<file path="config.mk">
export PLATFORM = sky130hd
export DESIGN_NAME = mod_reduce_unit
export DESIGN_NICKNAME = d
export VERILOG_FILES = /design/src/rtl/cipher_pkg.sv /design/src/rtl/mod_sub_step.sv /design/src/rtl/mod_reduce_unit.sv
export SDC_FILE = /design/constraint.sdc
export NUM_CORES = 1
export LEC_CHECK = 0
export CAP_MARGIN = 20
export CORE_MARGIN = 4
export CORE_UTILIZATION = 58
export DETAILED_ROUTE_END_ITERATION = 12
export PLACE_DENSITY = 0.81
export SYNTH_ARGS = -nofsm -noshare
export SYNTH_HDL_FRONTEND = slang
export SYNTH_SLANG_ARGS = --single-unit
</file>
<file path="constraint.sdc">
create_clock -name CLK -period 6.7 [get_ports CLK]
set_input_delay 1.34 -clock CLK [delete_from_list [all_inputs] [get_ports CLK]]
set_output_delay 1.34 -clock CLK [all_outputs]
set_load 0.01 [all_outputs]
</file>
<file path="src/rtl/cipher_pkg.sv">
//==============================================================================
// Module      : cipher_pkg
// Description : Shared constants and types for the cipher-decode datapath.
//               Holds the multiplier/reducer widths, the reducer FSM state
//               type and the quotient fill used when the modulus is zero.
// Revision    : 1.0 - initial release
//==============================================================================
`default_nettype none

package cipher_pkg;

    // Widths shared with the upstream multiplier stage.
    localparam int CIPHER_DW = 8;   // product / dividend width
    localparam int CIPHER_MW = 4;   // modulus / nibble width

    // Reducer control states.
    typedef enum logic [1:0] {
        ST_IDLE = 2'd0,
        ST_ITER = 2'd1,
        ST_DONE = 2'd2
    } state_t;

    // Bit replicated across the whole quotient when a divide-by-zero is
    // reported, so the quotient reads as all ones at any width.
    localparam logic DIV_ERR_QUOT_FILL_BIT = 1'b1;

endpackage : cipher_pkg

`default_nettype wire

</file>
<file path="src/rtl/mod_sub_step.sv">
//==============================================================================
// Module      : mod_sub_step
// Description : One restoring-division step (combinational compare/subtract).
//   r_in    [MW:0]   shifted partial remainder (MW+1 bits so the compare
//                    against the modulus cannot overflow)
//   modulus [MW-1:0] divisor
//   r_out   [MW-1:0] remainder after the step; always < modulus, so MW bits
//                    are enough to hold it
//   qbit             quotient bit produced by this step
// Revision    : 1.0 - initial release
//==============================================================================
`default_nettype none

module mod_sub_step #(
    parameter int MW = 4
) (
    input  logic [MW:0]   r_in,
    input  logic [MW-1:0] modulus,
    output logic [MW-1:0] r_out,
    output logic          qbit
);

    always_comb begin
        qbit  = (r_in >= {1'b0, modulus});
        // After a subtraction the result is below the modulus, and when no
        // subtraction happens r_in was already below it; either way the top
        // bit is zero and can be dropped.
        r_out = qbit ? MW'(r_in - {1'b0, modulus}) : r_in[MW-1:0];
    end

endmodule : mod_sub_step

`default_nettype wire

</file>
<file path="src/rtl/mod_reduce_unit.sv">
//==============================================================================
// Module      : mod_reduce_unit
// Description : Reduces the upstream product to Prod mod modulus with a
//               bit-serial restoring divider started on the rising edge of
//               enDiv. The remainder is the recovered plaintext nibble; the
//               quotient is exported for debug.
// Ports       :
//   CLK        in   system clock (rising edge)
//   RST        in   asynchronous active-high reset
//   enDiv      in   start flag; only its rising edge starts a run
//   Prod       in   [DW-1:0] dividend, sampled on the start edge
//   modulus    in   [MW-1:0] divisor, sampled on the start edge
//   plainText  out  [MW-1:0] registered remainder
//   quotient   out  [DW-1:0] registered quotient
//   busy       out  high from the capture edge until done
//   done       out  one-cycle pulse when results are valid
//   divErr     out  registered; set when the captured modulus was zero
// Build option: MOD_REDUCE_EARLY_EXIT_EN
//   Defined   : a dividend already below the modulus skips the iterations.
//   Undefined : every nonzero-modulus run performs all DW iterations.
//   Results are identical; only latency differs.
// Revision    : 1.0 - initial release
//==============================================================================
`default_nettype none

module mod_reduce_unit
    import cipher_pkg::*;
#(
    parameter int DW = CIPHER_DW,
    parameter int MW = CIPHER_MW
) (
    input  logic          CLK,
    input  logic          RST,
    input  logic          enDiv,
    input  logic [DW-1:0] Prod,
    input  logic [MW-1:0] modulus,
    output logic [MW-1:0] plainText,
    output logic [DW-1:0] quotient,
    output logic          busy,
    output logic          done,
    output logic          divErr
);

    localparam int CNT_W = (DW > 1) ? $clog2(DW) : 1;

    state_t            state_q,    state_d;
    logic              en_div_q,   en_div_d;
    logic [DW-1:0]     prod_q,     prod_d;
    logic [MW-1:0]     mod_q,      mod_d;
    logic [MW-1:0]     rem_q,      rem_d;
    logic [DW-1:0]     quo_q,      quo_d;
    logic [CNT_W-1:0]  cnt_q,      cnt_d;
    logic              err_q,      err_d;
    logic [MW-1:0]     plain_q,    plain_d;
    logic [DW-1:0]     quot_q,     quot_d;
    logic              busy_q,     busy_d;
    logic              done_q,     done_d;
    logic              div_err_q,  div_err_d;

    logic              start;
    logic [MW:0]       step_in;
    logic [MW-1:0]     step_rem;
    logic              step_qbit;

    // Shift the next dividend bit (MSB first) into the partial remainder.
    assign step_in = {rem_q, prod_q[cnt_q]};

    mod_sub_step #(
        .MW (MW)
    ) u_sub_step (
        .r_in    (step_in),
        .modulus (mod_q),
        .r_out   (step_rem),
        .qbit    (step_qbit)
    );

    // Start edges seen while a run is in progress are dropped, not queued.
    assign start = (state_q == ST_IDLE) && enDiv && !en_div_q;

    always_comb begin
        state_d   = state_q;
        en_div_d  = enDiv;
        prod_d    = prod_q;
        mod_d     = mod_q;
        rem_d     = rem_q;
        quo_d     = quo_q;
        cnt_d     = cnt_q;
        err_d     = err_q;
        plain_d   = plain_q;
        quot_d    = quot_q;
        busy_d    = busy_q;
        done_d    = 1'b0;
        div_err_d = div_err_q;

        unique case (state_q)
            ST_IDLE: begin
                if (start) begin
                    prod_d = Prod;
                    mod_d  = modulus;
                    rem_d  = '0;
                    quo_d  = '0;
                    cnt_d  = CNT_W'(DW - 1);
                    busy_d = 1'b1;
                    err_d  = (modulus == '0);
                    if (modulus == '0) begin
                        state_d = ST_DONE;
`ifdef MOD_REDUCE_EARLY_EXIT_EN
                    end else if (Prod < DW'(modulus)) begin
                        // Dividend is already the remainder; quotient stays 0.
                        rem_d   = MW'(Prod);
                        state_d = ST_DONE;
`endif
                    end else begin
                        state_d = ST_ITER;
                    end
                end
            end

            ST_ITER: begin
                rem_d = step_rem;
                quo_d = {quo_q[DW-2:0], step_qbit};
                if (cnt_q == '0) begin
                    state_d = ST_DONE;
                end else begin
                    cnt_d = cnt_q - CNT_W'(1);
                end
            end

            ST_DONE: begin
                done_d  = 1'b1;
                busy_d  = 1'b0;
                state_d = ST_IDLE;
                if (err_q) begin
                    plain_d   = '0;
                    quot_d    = {DW{DIV_ERR_QUOT_FILL_BIT}};
                    div_err_d = 1'b1;
                end else begin
                    plain_d   = rem_q;
                    quot_d    = quo_q;
                    div_err_d = 1'b0;
                end
            end

            default: begin
                state_d = ST_IDLE;
                busy_d  = 1'b0;
            end
        endcase
    end

    always_ff @(posedge CLK or posedge RST) begin
        if (RST) begin
            state_q   <= ST_IDLE;
            // Reset high so a level already asserted out of reset is not
            // mistaken for a rising edge.
            en_div_q  <= 1'b1;
            prod_q    <= '0;
            mod_q     <= '0;
            rem_q     <= '0;
            quo_q     <= '0;
            cnt_q     <= '0;
            err_q     <= 1'b0;
            plain_q   <= '0;
            quot_q    <= '0;
            busy_q    <= 1'b0;
            done_q    <= 1'b0;
            div_err_q <= 1'b0;
        end else begin
            state_q   <= state_d;
            en_div_q  <= en_div_d;
            prod_q    <= prod_d;
            mod_q     <= mod_d;
            rem_q     <= rem_d;
            quo_q     <= quo_d;
            cnt_q     <= cnt_d;
            err_q     <= err_d;
            plain_q   <= plain_d;
            quot_q    <= quot_d;
            busy_q    <= busy_d;
            done_q    <= done_d;
            div_err_q <= div_err_d;
        end
    end

    assign plainText = plain_q;
    assign quotient  = quot_q;
    assign busy      = busy_q;
    assign done      = done_q;
    assign divErr    = div_err_q;

endmodule : mod_reduce_unit

`default_nettype wire

</file>
==> flow_metrics.env, run 1 <==
export IMPL_cts_tree="yes"
export IMPL_cts_made_buffers=5
export IMPL_yosys_area_top_type_share_pct=53.1
export IMPL_rows=21
export IMPL_post_cts_buffers=0
export IMPL_min_period_ns=2.98
export IMPL_hp_class="register to register"
export IMPL_clk_latency_ns=0.29
export IMPL_wl_um=3850
export IMPL_dp_slack_ns=3.43
export IMPL_holdPathStages=2
export IMPL_relSlewSlack_pct=39.4
export IMPL_ys_seq_area_share_pct=54.4
export IMPL_core_mm2=0.00344
export IMPL_antenna_left=0
export IMPL_synth_area_top_cells="dfrtp_1, nand2_1, o21ai_0"
export IMPL_via_per_inst=5.22
export IMPL_root_buffer="clkbuf_8"
export IMPL_synth_ff_type="dfrtp_1"
export IMPL_clk_path_buf_depth=2
export IMPL_rsz0062_at_grt="false"
export IMPL_numClockSinks=46
export IMPL_gr_total_overflow=0
export IMPL_clkTransAtPathRegs_ns=0.08
export IMPL_synth_edf_count=0
export IMPL_vdd_drop_max_mv=0.257
export IMPL_drc=0
export IMPL_initialDrtViolationCount=101
export IMPL_port_buffers=29
export IMPL_cp_max_fo=24
export IMPL_hold_viol_final=0
export IMPL_worstMarginPinSlew_ns=0.906
export IMPL_syn_area_mm2=0.00212
export IMPL_fillers=269
export IMPL_power_frac_clock_pct=16.4
export IMPL_power_density_mw_per_mm2=497
export IMPL_drive_gt1_share_pct=6.02
export IMPL_p_leak_nw=1.20
export IMPL_place_congestion=0.785
export IMPL_intPower_w=0.000777
export IMPL_synth_common_cells="nand2_1, dfrtp_1, o21ai_0"
export IMPL_place_detailed_hpwl_um=2670
export IMPL_status="completed"
export IMPL_synth_top_area_cell="dfrtp_1"
export IMPL_die_height_um=68.5
export IMPL_async_flop_share_pct=100
export IMPL_io_pins=30
export IMPL_combPwrFrac_pct=44.8
export IMPL_hold_buffers=0
export IMPL_maxSlewViolCount=0
export IMPL_ctsResizeCount=0
export IMPL_num_vias=1539
export IMPL_initial_core_util_pct=61.6
export IMPL_dieArea_mm2=0.00469
export IMPL_end_kind="register"
export IMPL_critPathKind="input port to register"
export IMPL_firstDrtPassIters=4
export IMPL_nets=271
export IMPL_synthCells=223
export IMPL_seq_power_share_pct=38.7
export IMPL_antenna_found_initial=0
export IMPL_layout_setup_ws_ns=3.72
export IMPL_rr_worst_depth=8
export IMPL_synthMostInstantiatedCell="nand2_1"
export IMPL_min_period_over_period_pct=44.4
export IMPL_area_growth_synth_to_final_pct=19.1
export IMPL_yosysWarnings=0
export IMPL_fin_skew_ns=0.00438
export IMPL_max_freq_ghz=0.336
export IMPL_grt_pass1_wl_um=6420
export IMPL_grt_max_degree=47
export IMPL_die_w_um=68.5
export IMPL_startpoint_type="input port"
export IMPL_avgSynthCellArea_um2=9.50
export IMPL_p_sw_share_pct=38.1
export IMPL_cp_required_ns=6.85
export IMPL_fin_setup_tns_ns=0
export IMPL_synth_seq_cells=46
export IMPL_cp_arrival_ns=3.13
export IMPL_track_usage_pct=18.6
export IMPL_grt_pass1_vias=1481
export IMPL_wl_per_cell_um=13.1
export IMPL_yosysUniqueCellTypes=35
export IMPL_h_tree_depth=2
export IMPL_finalSetupViolCount=0
export IMPL_diodes=0
export IMPL_p_switching_w=0.000477
export IMPL_syn_nets=245
export IMPL_maxCapViolations=0
## power groups by stage
stage | Combinational [W] | Sequential (W) | Clock (W)
after floorplan | 0.000393 | 0.000484 | 0
after global placement | 0.000535 | 0.000483 | 0
after detailed placement | 0.000558 | 0.000490 | 0
after CTS | 0.000566 | 0.000486 | 0.000209
after global routing | 0.000633 | 0.000503 | 0.000221
final | 0.000562 | 0.000486 | 0.000206
## layer usage
metal	wire length [µm]	vias to the layer above	global-route usage, %	part of all wire, %
li1	-	790	-	-
met3	213	2	4.93	5.5
met2	1800	45	30.6	47
met5	0	-	0	0
met4	28	0	5.21	0.73
met1	1810	702	24.0	47
## registers in the layout, indices dropped and copies added (netlist names)
name,flops
busy,1
plainText,4
quotient,8
rem_q,4
cnt_q,3
mod_q,4
done,1
state_q,2
divErr,1
err_q,1
quo_q,8
en_div_q,1
prod_q,8
## layout make-up
type | count | area [µm²] | share of cell area [%]
timing repair buffer | 30 | 298 | 11.8
sequential | 46 | 1150 | 45.6
clock inverter | 1 | 30.0 | 1.19
multi-input combinational | 155 | 863 | 34.2
inverter | 11 | 41.3 | 1.64
tap | 46 | 57.6 | 2.28
clock buffer | 6 | 82.6 | 3.27
## worst max-delay path: stages
cell,delay [ns]
clkdlybuf4s50_1,0.49
or4b_1,0.82
a32oi_1,0.36
o31ai_1,0.11
## through the flow
stage | cells | utilization, % | area [µm²] | power [W] | hold slack [ns]
after global placement | 288 | 70.1 | 2410 | 0.00102 | 0.454
final | 295 | 73.4 | 2520 | 0.00125 | 0.477
after global routing | 295 | 73.4 | 2520 | 0.00136 | 0.493
after detailed placement | 288 | 70.1 | 2410 | 0.00105 | 0.461
after CTS | 295 | 73.4 | 2520 | 0.00126 | 0.479
after floorplan | 223 | - | 2120 | 0.000877 | 0.439
## final timing paths
path | endpoint | slack [ns] | from
worst max-delay path | rem_q[0]$_DFFE_PP0P_ | 3.72 | enDiv
worst min-delay path | prod_q[1]$_DFFE_PP0P_ | 0.48 | prod_q[1]$_DFFE_PP0P_
worst max register to register | rem_q[2]$_DFFE_PP0P_ | 4.27 | cnt_q[0]$_DFFE_PP0P_
worst min register to register | prod_q[1]$_DFFE_PP0P_ | 0.48 | prod_q[1]$_DFFE_PP0P_
max in group asynchronous | cnt_q[1]$_DFFE_PP0P_ | 4.83 | RST
min in group asynchronous | plainText[1]$_DFFE_PP0P_ | 1.48 | RST
## kinds of logic (layout without fill, tap and decap cells)
logic type	count (synthesis)	in the layout	share of synthesized area, %
simple gates	101	101	20.9
flops	46	46	54.4
compound gates	40	40	11.0
buf+inv	22	48	4.90
fa+ha+maj	7	7	4.49
mux	5	5	3.54
xor+xnor	2	2	0.827
## layout by cell type (no fill, tap or decap), types with 5 or more instances in the layout
master,count
nor2_1,11
clkbuf_8,6
nand2_1,69
a21oi_1,5
o21ai_0,25
ha_1,6
clkdlybuf4s50_1,29
nand3_1,10
inv_1,10
dfrtp_1,45
Note: power is estimated with default switching activity, not from simulation.
==> inputs of run 2 (changes only) <==
CORE_UTILIZATION = 48   (was 58)
PLACE_DENSITY = 0.71   (was 0.81)
clock period = 2.7 ns   (was 6.7 ns; I/O delays follow)
==> run 2 against run 1 <==
- count of clock-buffer cells in the layout shrank 1
- final cell count grew 2.7%
- via count grew 0.91%
- wire length shrank 3.1%
- critical path type is now register to register
- total power grew 150%
==> flow_metrics.env, run 2 (synthesis gave the netlist of run 1 again) <==
export IMPL_grt_max_degree=47
export IMPL_fin_setup_tns_ns=0
export IMPL_power_density_mw_per_mm2=1210
export IMPL_intPower_w=0.00192
export IMPL_seq_power_share_pct=38.9
export IMPL_ctsResizeCount=0
export IMPL_via_per_inst=5.13
export IMPL_critPathCapture="rem_q[2]$_DFFE_PP0P_"
export IMPL_area_growth_synth_to_final_pct=20.4
export IMPL_nets=274
export IMPL_fin_skew_ns=0.00559
export IMPL_vdd_drop_max_mv=0.675
export IMPL_dieArea_mm2=0.00554
export IMPL_firstDrtPassIters=4
export IMPL_reg2reg_slack_ns=0.36
export IMPL_post_cts_buffers=0
export IMPL_crit_start="cnt_q[1]$_DFFE_PP0P_"
export IMPL_r2r_end="rem_q[2]$_DFFE_PP0P_"
export IMPL_place_congestion=0.928
export IMPL_place_detailed_hpwl_um=2630
export IMPL_port_buffers=29
export IMPL_maxSlewViolCount=0
export IMPL_numClockSinks=46
export IMPL_p_sw_share_pct=37.7
export IMPL_p_leak_nw=1.22
export IMPL_grt_pass1_wl_um=6580
export IMPL_final_util_pct=61.6
export IMPL_drc=0
export IMPL_die_w_um=74.5
export IMPL_clk_path_buf_depth=2
export IMPL_initial_core_util_pct=51.1
export IMPL_worstMarginPinSlew_ns=0.759
export IMPL_cp_max_fo=4
export IMPL_relSlewSlack_pct=49.4
export IMPL_drive_gt1_share_pct=7.51
export IMPL_hp_class="register to register"
export IMPL_status="completed"
export IMPL_die_height_um=74.5
export IMPL_max_freq_ghz=0.428
export IMPL_cts_made_buffers=5
export IMPL_rows=23
export IMPL_clk_latency_ns=0.30
export IMPL_wl_per_cell_um=12.3
export IMPL_wl_um=3730
export IMPL_antenna_found_initial=0
export IMPL_grt_pass1_vias=1506
export IMPL_min_period_ns=2.34
export IMPL_rsz0062_at_grt="false"
export IMPL_end_kind="register"
export IMPL_r2r_start="cnt_q[1]$_DFFE_PP0P_"
export IMPL_final_common_cell="nand2_1"
export IMPL_core_mm2=0.00414
export IMPL_finalNonFillerCells=303
export IMPL_diodes=0
export IMPL_p_switching_w=0.00116
export IMPL_cp_arrival_ns=2.50
export IMPL_min_period_over_period_pct=86.6
export IMPL_root_buffer="clkbuf_8"
export IMPL_hold_viol_final=0
export IMPL_io_pins=30
export IMPL_cts_tree="yes"
export IMPL_final_cell_mix="nand2_1, dfrtp_1, clkdlybuf4s50_1, o21ai_0, nor2_1"
export IMPL_hold_buffers=0
export IMPL_h_tree_depth=2
export IMPL_fillers=360
export IMPL_power_frac_clock_pct=16.8
export IMPL_rr_worst_depth=8
export IMPL_maxCapViolations=0
export IMPL_gr_total_overflow=0
export IMPL_dp_cells=295
export IMPL_critPathKind="register to register"
export IMPL_combPwrFrac_pct=44.3
export IMPL_finalSetupViolCount=0
export IMPL_track_usage_pct=15.5
export IMPL_startpoint_type="register"
export IMPL_clkTransAtPathRegs_ns=0.09
export IMPL_num_vias=1553
export IMPL_initialDrtViolationCount=88
export IMPL_cp_required_ns=2.86
export IMPL_antenna_left=0
==> run 2: cell count changes in the layout (fill, tap and decap cells not counted) <==
cell	change
buf_4	+3
clkbuf_8	-1
clkinv_2	+1
inv_6	+1
==> run 2: power groups by stage <==
stage	clock, W	sequential, W	combinational (W)
floorplan	0	0.00120	0.000975
global placement	0	0.00121	0.00134
detailed placement	0	0.00122	0.00137
CTS	0.000535	0.00121	0.00138
global route	0.000554	0.00125	0.00158
finish	0.000518	0.00120	0.00137
==> run 2: layer usage <==
metal	vias to the layer above	track usage (%)	wire, µm
li1	799	-	-
met1	706	18.0	1700
met2	41	26.8	1720
met3	7	4.59	242
met4	0	6.13	71
met5	-	0	0
==> run 2: worst min-delay path by stage <==
stage,from,to,slack [ns],cells past startpoint
2_1_floorplan,prod_q[1]$_DFFE_PP0P_,prod_q[1]$_DFFE_PP0P_,0.44,2
3_3_place_gp,prod_q[6]$_DFFE_PP0P_,prod_q[6]$_DFFE_PP0P_,0.46,2
3_5_place_dp,prod_q[6]$_DFFE_PP0P_,prod_q[6]$_DFFE_PP0P_,0.46,2
4_1_cts,prod_q[6]$_DFFE_PP0P_,prod_q[6]$_DFFE_PP0P_,0.48,2
5_1_grt,quotient[5]$_DFFE_PP0P_,quotient[5]$_DFFE_PP0P_,0.50,2
6_report,quotient[7]$_DFFE_PP0P_,quotient[7]$_DFFE_PP0P_,0.48,2
==> run 2: cell type report <==
class                           count  area, µm²  share of cell area [%]
Multi-Input combinational cell    155        863                    33.8
Clock inverter                      3       43.8                    1.72
Sequential cell                    46       1150                    45.1
Tap cell                           50       62.6                    2.45
Inverter                           11       41.3                    1.62
Clock buffer                        5       68.8                    2.70
Timing Repair Buffer               33        320                    12.5
==> run 2: critical path: stages (launching register included) <==
cell     delay, ns
dfrtp_1       0.43
mux4_2        0.51
mux2i_1       0.19
ha_1          0.23
inv_1         0.09
fa_1          0.38
xor2_1        0.17
mux2i_1       0.13
o21ai_0       0.09
==> run 2: stage by stage <==
step	instance area (µm²)	hold WS, ns	total power, W	worst slack [ns]
5_1_grt	2550	0.504	0.00338	0.145
3_3_place_gp	2440	0.459	0.00255	0.432
2_1_floorplan	2120	0.439	0.00218	0.543
3_5_place_dp	2440	0.462	0.00259	0.408
4_1_cts	2550	0.484	0.00312	0.381
6_report	2550	0.480	0.00308	0.362
